### config.mk
export PLATFORM = sky130hd
export DESIGN_NAME = m68k_bus_target_flat
export DESIGN_NICKNAME = d
export VERILOG_FILES = /design/src/rtl/m68k_bus_target_pkg.sv /design/src/rtl/m68k_bus_target_if.sv /design/src/rtl/m68k_bus_target_wait_counter.sv /design/src/rtl/m68k_bus_target.sv /design/src/flat_wrapper.sv
export SDC_FILE = /design/constraint.sdc
export NUM_CORES = 1
export LEC_CHECK = 0
export BUFFER_PORTS_ARGS = -buffer_cell sky130_fd_sc_hd__buf_2
export CAP_MARGIN = 20
export CORE_MARGIN = 5
export CORE_UTILIZATION = 30
export DETAILED_ROUTE_END_ITERATION = 12
export GPL_TIMING_DRIVEN = 0
export HOLD_SLACK_MARGIN = 0.03
export PLACE_DENSITY = 0.57
export SLEW_MARGIN = 10
export SYNTH_ARGS = -nofsm -noshare
export SYNTH_HDL_FRONTEND = slang
export SYNTH_SLANG_ARGS = --single-unit
### constraint.sdc
create_clock -name clk -period 5.6 [get_ports clk]
set_input_delay 1.4 -clock clk [delete_from_list [all_inputs] [get_ports clk]]
set_output_delay 1.4 -clock clk [all_outputs]
set_load 0.005 [all_outputs]
### src/rtl/m68k_bus_target_pkg.sv
// Shared types and constants for the 68000 bus target slice.
// The timeout option is selected with the BUS_TIMEOUT_EN macro in the top level.
package m68k_bus_pkg;

  localparam int ADDR_W = 23;
  localparam int DATA_W = 16;

  localparam logic [1:0] BE_UPPER = 2'b10;
  localparam logic [1:0] BE_LOWER = 2'b01;
  localparam logic [1:0] BE_WORD  = 2'b11;

  typedef enum logic [2:0] {
    IDLE,
    BUSY,
    WAITS,
    DONE,
    DRAIN,
    FAULT
  } bus_state_t;

  // Window compare on the byte address rebuilt from CPU address bits [23:1].
  function automatic logic addr_hit(input logic [ADDR_W-1:0] addr,
                                    input logic [23:0]       base,
                                    input logic [23:0]       mask);
    return (({addr, 1'b0} & mask) == (base & mask));
  endfunction

endpackage

### src/rtl/m68k_bus_target_if.sv
// CPU-side 68000 bus bundle: strobes, address, data and the acknowledge lines.
interface m68k_bus_if;
  import m68k_bus_pkg::*;

  logic              as_n;
  logic              rw_n;
  logic              uds_n;
  logic              lds_n;
  logic [ADDR_W-1:0] addr;
  logic [DATA_W-1:0] cpu_dout;
  logic [DATA_W-1:0] cpu_din;
  logic              dtack_n;
  logic              berr_n;

  modport master (
    output as_n, rw_n, uds_n, lds_n, addr, cpu_dout,
    input  cpu_din, dtack_n, berr_n
  );

  modport slave (
    input  as_n, rw_n, uds_n, lds_n, addr, cpu_dout,
    output cpu_din, dtack_n, berr_n
  );

endinterface

### src/rtl/m68k_bus_target_wait_counter.sv
// Loadable down-counter with a zero flag; stops at zero.
// Used for both the post-ack wait states and the optional backend timeout.
module m68k_wait_counter #(
  parameter int unsigned CNT_W = 4
) (
  input  logic             clk,
  input  logic             reset,
  input  logic             load,
  input  logic [CNT_W-1:0] load_val,
  input  logic             dec,
  output logic             zero
);

  logic [CNT_W-1:0] count;

  // Load has priority over decrement; decrement saturates at zero.
  always_ff @(posedge clk or posedge reset) begin
    if (reset) begin
      count <= '0;
    end else if (load) begin
      count <= load_val;
    end else if (dec && (count != '0)) begin
      count <= count - CNT_W'(1);
    end
  end

  assign zero = (count == '0);

endmodule

### src/rtl/m68k_bus_target.sv
// Generic 68000 bus responder: decodes an address window, forwards each CPU
// cycle to a single-request/ack backend and answers with DTACKn after a
// configurable number of wait states.
// Define BUS_TIMEOUT_EN to add a backend timeout that raises BERRn.
module m68k_bus_target
  import m68k_bus_pkg::*;
#(
  parameter logic [23:0] BASE_ADDR   = 24'h005000,
  parameter logic [23:0] ADDR_MASK   = 24'hFFF000,
  parameter int unsigned WAIT_STATES = 2,
  parameter int unsigned TIMEOUT     = 64
) (
  input  logic              clk,
  input  logic              reset,
  m68k_bus_if.slave         bus,
  output logic              req,
  output logic              we,
  output logic [1:0]        be,
  output logic [ADDR_W-1:0] baddr,
  output logic [DATA_W-1:0] wdata,
  input  logic [DATA_W-1:0] rdata,
  input  logic              ack
);

  localparam int unsigned CNT_MAX = (TIMEOUT > WAIT_STATES) ? TIMEOUT : WAIT_STATES;
  localparam int unsigned CNT_W   = (CNT_MAX < 2) ? 1 : $clog2(CNT_MAX + 1);

  // Counter is loaded with N-1 and the zero flag is acted on one cycle later,
  // so N counted cycles elapse before the transition.
  localparam logic [CNT_W-1:0] WAIT_LOAD =
    CNT_W'((WAIT_STATES == 0) ? 0 : (WAIT_STATES - 1));
`ifdef BUS_TIMEOUT_EN
  localparam logic [CNT_W-1:0] TIMEOUT_LOAD =
    CNT_W'((TIMEOUT == 0) ? 0 : (TIMEOUT - 1));
`endif

  bus_state_t        state;
  bus_state_t        state_next;
  logic              sel;
  logic              accept;
  logic              cnt_load;
  logic [CNT_W-1:0]  cnt_val;
  logic              cnt_dec;
  logic              cnt_zero;
  logic [DATA_W-1:0] din_q;
  logic              dtack_q;

  assign sel = !bus.as_n
            && addr_hit(bus.addr, BASE_ADDR, ADDR_MASK)
            && (!bus.uds_n || !bus.lds_n);

  assign accept = (state == IDLE) && sel;

  m68k_wait_counter #(
    .CNT_W (CNT_W)
  ) u_wait_counter (
    .clk      (clk),
    .reset    (reset),
    .load     (cnt_load),
    .load_val (cnt_val),
    .dec      (cnt_dec),
    .zero     (cnt_zero)
  );

  // State register.
  always_ff @(posedge clk or posedge reset) begin
    if (reset) begin
      state <= IDLE;
    end else begin
      state <= state_next;
    end
  end

  // Next-state and counter control.
  always_comb begin
    state_next = state;
    cnt_load   = 1'b0;
    cnt_val    = WAIT_LOAD;
    cnt_dec    = 1'b0;
    case (state)
      IDLE: begin
        if (sel) begin
          state_next = BUSY;
`ifdef BUS_TIMEOUT_EN
          cnt_load   = 1'b1;
          cnt_val    = TIMEOUT_LOAD;
`endif
        end
      end
      BUSY: begin
`ifdef BUS_TIMEOUT_EN
        cnt_dec = !ack;
`endif
        if (ack) begin
          if (bus.as_n) begin
            state_next = IDLE;
          end else if (WAIT_STATES == 0) begin
            state_next = DONE;
          end else begin
            state_next = WAITS;
            cnt_load   = 1'b1;
            cnt_val    = WAIT_LOAD;
          end
        end else if (bus.as_n) begin
          state_next = DRAIN;
`ifdef BUS_TIMEOUT_EN
        end else if (cnt_zero) begin
          state_next = FAULT;
`endif
        end
      end
      WAITS: begin
        if (bus.as_n) begin
          state_next = IDLE;
        end else if (cnt_zero) begin
          state_next = DONE;
        end else begin
          cnt_dec = 1'b1;
        end
      end
      DONE: begin
        if (bus.as_n) begin
          state_next = IDLE;
        end
      end
      DRAIN: begin
        if (ack) begin
          state_next = IDLE;
`ifdef BUS_TIMEOUT_EN
        end else if (cnt_zero) begin
          state_next = IDLE;
        end else begin
          cnt_dec = 1'b1;
`endif
        end
      end
      FAULT: begin
        if (bus.as_n) begin
          state_next = IDLE;
        end
      end
      default: state_next = IDLE;
    endcase
  end

  // Backend request, latched cycle attributes, read data and DTACKn.
  always_ff @(posedge clk or posedge reset) begin
    if (reset) begin
      req     <= 1'b0;
      we      <= 1'b0;
      be      <= '0;
      baddr   <= '0;
      wdata   <= '0;
      din_q   <= '0;
      dtack_q <= 1'b1;
    end else begin
      req <= accept;
      if (accept) begin
        we    <= !bus.rw_n;
        be    <= {!bus.uds_n, !bus.lds_n};
        baddr <= bus.addr;
        wdata <= bus.cpu_dout;
      end
      if ((state == BUSY) && ack && !bus.as_n && !we) begin
        din_q <= rdata;
      end
      dtack_q <= !((state == DONE) && !bus.as_n);
    end
  end

  assign bus.cpu_din = din_q;
  assign bus.dtack_n = dtack_q;

`ifdef BUS_TIMEOUT_EN
  logic berr_q;

  // BERRn follows entry into and exit from FAULT on the same edge.
  always_ff @(posedge clk or posedge reset) begin
    if (reset) begin
      berr_q <= 1'b1;
    end else begin
      berr_q <= (state_next != FAULT);
    end
  end

  assign bus.berr_n = berr_q;
`else
  assign bus.berr_n = 1'b1;
`endif

endmodule

### src/flat_wrapper.sv
// flat-port wrapper written by rule: the top's interface ports become plain ports
module m68k_bus_target_flat import m68k_bus_pkg::*;
#(
  parameter logic [23:0] BASE_ADDR   = 24'h005000,
  parameter logic [23:0] ADDR_MASK   = 24'hFFF000,
  parameter int unsigned WAIT_STATES = 2,
  parameter int unsigned TIMEOUT     = 64
)
  (clk, reset, req, we, be, baddr, wdata, rdata, ack, bus_as_n, bus_rw_n, bus_uds_n, bus_lds_n, bus_addr, bus_cpu_dout, bus_cpu_din, bus_dtack_n, bus_berr_n);
  m68k_bus_if bus_i ();
  input  logic clk;
  input  logic reset;
  output logic req;
  output logic we;
  output logic [1:0] be;
  output logic [ADDR_W-1:0] baddr;
  output logic [DATA_W-1:0] wdata;
  input  logic [DATA_W-1:0] rdata;
  input  logic ack;
  input wire logic [$bits(bus_i.as_n)-1:0] bus_as_n;
  input wire logic [$bits(bus_i.rw_n)-1:0] bus_rw_n;
  input wire logic [$bits(bus_i.uds_n)-1:0] bus_uds_n;
  input wire logic [$bits(bus_i.lds_n)-1:0] bus_lds_n;
  input wire logic [$bits(bus_i.addr)-1:0] bus_addr;
  input wire logic [$bits(bus_i.cpu_dout)-1:0] bus_cpu_dout;
  output wire logic [$bits(bus_i.cpu_din)-1:0] bus_cpu_din;
  output wire logic [$bits(bus_i.dtack_n)-1:0] bus_dtack_n;
  output wire logic [$bits(bus_i.berr_n)-1:0] bus_berr_n;
  assign bus_i.as_n = bus_as_n;
  assign bus_i.rw_n = bus_rw_n;
  assign bus_i.uds_n = bus_uds_n;
  assign bus_i.lds_n = bus_lds_n;
  assign bus_i.addr = bus_addr;
  assign bus_i.cpu_dout = bus_cpu_dout;
  assign bus_cpu_din = bus_i.cpu_din;
  assign bus_dtack_n = bus_i.dtack_n;
  assign bus_berr_n = bus_i.berr_n;
  m68k_bus_target #(.BASE_ADDR(BASE_ADDR), .ADDR_MASK(ADDR_MASK), .WAIT_STATES(WAIT_STATES), .TIMEOUT(TIMEOUT)) u_core (.clk(clk), .reset(reset), .bus(bus_i), .req(req), .we(we), .be(be), .baddr(baddr), .wdata(wdata), .rdata(rdata), .ack(ack));
endmodule
Yosys cells after proc, flatten, opt, wreduce, memory -nomap -nowiden. Cells that the tools add are included.

Add/sub/neg operators: 1. Equal/unequal tests: 11. Muxes and demuxes: 17. Reduce and logical (&&, ||, !) cells: 21.

Operators by type and width (number): $mux W3 (7); $pmux W3 S5 (1); $mux W7 (2); $eq A12 B3 Y1 const B (1); $logic_and A1 B1 Y1 (8); $logic_not A7 Y1 (1); $reduce_bool A7 Y1 (1); $sub A7 B1 Y7 const B (1); $eq A3 B2 Y1 const B (2); $eq A3 B3 Y1 const B (2); $logic_not A1 Y1 (6); $mux W1 (6); $reduce_and A5 Y1 (1); $ne A2 B1 Y1 const B (2); $eq A3 B1 Y1 const B (1); $logic_not A3 Y1 (1); $ne A3 B2 Y1 const B (1); $ne A3 B3 Y1 const B (1); $mux W2 (1); $ne A2 B2 Y1 const B (1); $reduce_bool A2 Y1 (1); $reduce_or A2 Y1 (1); $logic_or A1 B1 Y1 (1).

Flip-flop bits (word level): 70. Bits of input ports: 62. Output and inout bits: 61. Logic and storage cells: 59.

Longest topological paths before layout.
Depth after elaboration: 7. Mapped depth: 8. Gate-level depth less buffers: 6.

Modules after synthesis. From an unflattened synthesis, not the netlist that was laid out.

Cell total of the unflattened synthesis: 217. Area, all modules: 2932.8 sq um.

By module, submodules not included: m68k_bus_target (instances 1, cells an instance 159, area an instance 2428.6 sq um, sequential area each 1577.8 sq um); m68k_wait_counter (instances 1, cells an instance 58, area an instance 504.2 sq um, sequential area each 175.2 sq um).

Worst setup path before layout. Ideal clock, no wire load.

Path kind: input -> register. From: in bus_as_n. To: reg u_core.state[1]. Library setup time: 0.125 ns. Arrival time: 2.650 ns. Data required time: 5.475 ns. Setup slack: 2.825 ns. Stages: 4. Path buffers: 0. Path through: or4b_4 > a31oi_4 > nand3b_1 > mux2_2.

Longest elaborated chain between the ends: 5. Elaborated cells on any way between the ends: 12. Those cells by class: eq/ne (4); mux (4); reduce/logical (4).

RTL lines: start: declaration (RTL line flat_wrapper.sv:20) `input wire logic [$bits(bus_i.as_n)-1:0] bus_as_n;`; $logic_not A1 Y1 (RTL line m68k_bus_target.sv:48) `assign sel = !bus.as_n`; $logic_and A1 B1 Y1 (RTL line m68k_bus_target.sv:49) `&& addr_hit(bus.addr, BASE_ADDR, ADDR_MASK)`; $logic_and A1 B1 Y1 (RTL line m68k_bus_target.sv:50) `&& (!bus.uds_n || !bus.lds_n);`; $ne A2 B1 Y1 (no line); $reduce_and A5 Y1 (no line); end signal: assignment (RTL line m68k_bus_target.sv:70) `state <= state_next;`; end: declaration (RTL line m68k_bus_target.sv:37) `bus_state_t state;`.

Several ways; a longest one is shown, not always the timed one. A chain may end at the register's enable or synchronous reset.

Final worst setup path. Ends and elaborated chain as after synthesis.

==> out/summary.txt <==
Status: finished, final reports clean
Total power: 1.30 mW
Startpoint Class: input port
Antenna cells: 0
First-pass GRT wire length: 10900 µm
Max Slew Vio Count: 0
# IOs: 123
Clock power frac: 27.7%
Power density over cell area: 341 nW/µm²
Core area: 9240 µm²
Die footprint: 11500 µm²
Switching pwr: 0.366 mW
Fill cells: 931
Critical Path End Type: flip-flop
Flop pwr share: 49.5%
Worst Hold Class: flip-flop to flip-flop
Max Fclk: 372 MHz
Clock sinks: 70
Met3 Routed Length: 554 µm
Min Tclk post-route: 2690 ps
GPL Wtd Cong: 0.894
Crit path DAT: 2910 ps
# Max-Cap Violations: 0
Syn Nets: 326
RSZ-0062 raised after global routing: false
Worst-path fanout max: 9
Clock slew seen by the registers of the worst setup and hold paths: 70 ps
Post-Route Setup TNS: 0 ps
Dpl hpwl: 5080 µm
Clk_lat worst skew: 330 ps
Die width: 107 µm
Worst-Margin Slew: 617 ps
Layout cells sized above 1: 43.4%
Highest metal used: met4
Pin count of the biggest net entering global routing: 64
Area delta synth->final: 34.2%
Async set or reset register ratio after synthesis: 100%
Initial DRC Count: 78
Final WL: 6710 µm
Synth unique cells: 36
Ys Warns: 0
Vias in the first global route: 2258
H-tree depth: 3
Switching share of total power: 28.1%
Resized cells post-CTS: 0
Clk buf depth: 2
WP data required: 5820 ps
Die H: 107 µm
Clk root buf: clkbuf_8
Combinational share of power: 22.7%
Post-synth EDFFs: 0
Post-route ant nets: 0
Pint: 0.935 mW
Metal2 WL: 2940 µm
DRT Pass-1 Iters: 4
Vias per cell: 4.20
Syn avg cell area: 10.8 µm²
Starting Density: 30.7%
TritonCTS clock tree: yes
DR WL/cell: 12.7 µm
Clock skew: 9.35 ps
Leakage: 2.13 nW
Met1 wire length: 3090 µm
Flops & latches, synth: 70
GRT Overall Usage: 12.0%
DRC Markers: 0
Mapped Area: 2840 µm²
GRT overflow: 0
TritonCTS Buffers: 9
VDD IR max: 0.0908 mV
Type of the worst setup path: input port to flip-flop
Setup bufs post-CTS: 0
Max-slew headroom: 58.5%
Synth Flop Type: dfrtp_1
Nets: 459
Placed Area: 3640 µm²
Final Hold Fails: 0
Post-route cell area: 3810 µm²
Sequential fraction of the synthesis area: 61.7%
Via count: 2217
FP Rows: 35
Port Buf Inserts: 121
CTS hold repair buffers: 0
Count of final setup violators: 0
Period Utilization, post-route: 48.0%
Cells after synthesis: 262
Initial antenna violation count: 0
## cell families (layout without fill, tap and decap cells)
group	after synthesis	in the layout	share of synthesized area, %
multiplexers	18	18	7.14
buffers and inverters	18	155	3.39
other	1	1	0.132
adder cells (fa/ha/maj)	2	2	0.881
flip-flops	70	70	61.7
AND/OR/NAND/NOR	136	136	22.0
XOR/XNOR	5	5	1.54
AO/OA/AOI/OAI	12	12	3.22
## through the flow
stage	std cells	util [%]	hold WS (ps)	setup slack, ps
floorplan	262	-	457	2430
finish	528	41.3	466	2910
CTS	528	41.3	472	2930
detailed placement	513	39.4	454	2560
global route	528	41.3	489	2770
global placement	512	39.0	447	1550
## registers in the layout, indices dropped and copies added (netlist names)
register / flops
u_core.req: 1
u_core.be: 2
u_core.u_wait_counter.count: 7
u_core.state: 3
u_core.wdata: 16
u_core.bus.dtack_n: 1
u_core.bus.cpu_din: 16
u_core.baddr: 23
u_core.we: 1
## cell type report
class | instances | area, µm² | share of cell area, %
flip-flops and latches | 70 | 1750 | 46.0
multi-input cells | 174 | 991 | 26.0
repair buffers | 122 | 633 | 16.6
well taps | 129 | 161 | 4.23
clock buffers | 12 | 155 | 4.07
plain buffers | 11 | 70.1 | 1.84
inverters | 7 | 28.8 | 0.755
clock inverters | 3 | 20.0 | 0.525
## critical path: stages
cell      delay [ps]
buf_2            140
or4b_4           520
a31oi_4          280
nand3b_1         220
mux2_2           350
## cells in the mapped netlist, drive strengths merged (3+ instances only)
cell type	count	area (µm²)
nand3	4	20.0
o21ai	4	20.0
and2	10	62.6
buf	11	70.1
inv	7	26.3
nand2	88	330
nand2b	4	25.0
nor4	4	25.0
mux2	18	203
xor2	3	26.3
nor2	12	50.1
dfrtp	69	1730
a211oi	3	22.5
## cells in the final DEF (no fill, tap or decap), types with 6 or more instances in the layout
master,n
and2_1,10
nor2_1,10
dfrtp_1,69
inv_1,6
clkbuf_8,11
nand2_1,88
mux2_2,18
buf_2,129
## metal layers
| layer | GRT usage [%] | vias up |
|---|---|---|
| li1 | - | 1120 |
| met1 | 16.1 | 986 |
| met2 | 18.0 | 96 |
| met3 | 3.36 | 15 |
| met4 | 5.21 | 0 |
| met5 | 0 | - |
## worst paths after layout
path	slack, ps	to	cells after the start	start
hold / removal	470	u_core.wdata[4]	2	u_core.wdata[4]
setup / recovery	2910	u_core.state[1]	5	bus_as_n
hold reg to reg	470	u_core.wdata[4]	2	u_core.wdata[4]
min in group asynchronous	950	u_core.baddr[0]	2	reset
max in group asynchronous	4080	u_core.bus.dtack_n	3	reset
setup reg to reg	3610	u_core.state[1]	4	u_core.state[0]
## power groups by stage
stage / sequential, mW / combinational, mW / clock (mW)
6_report: 0.644 / 0.296 / 0.361
4_1_cts: 0.645 / 0.302 / 0.380
3_3_place_gp: 0.649 / 0.294 / 0
3_5_place_dp: 0.654 / 0.301 / 0
2_1_floorplan: 0.655 / 0.177 / 0
5_1_grt: 0.658 / 0.332 / 0.404
Note: power is estimated with default switching activity, not from simulation.
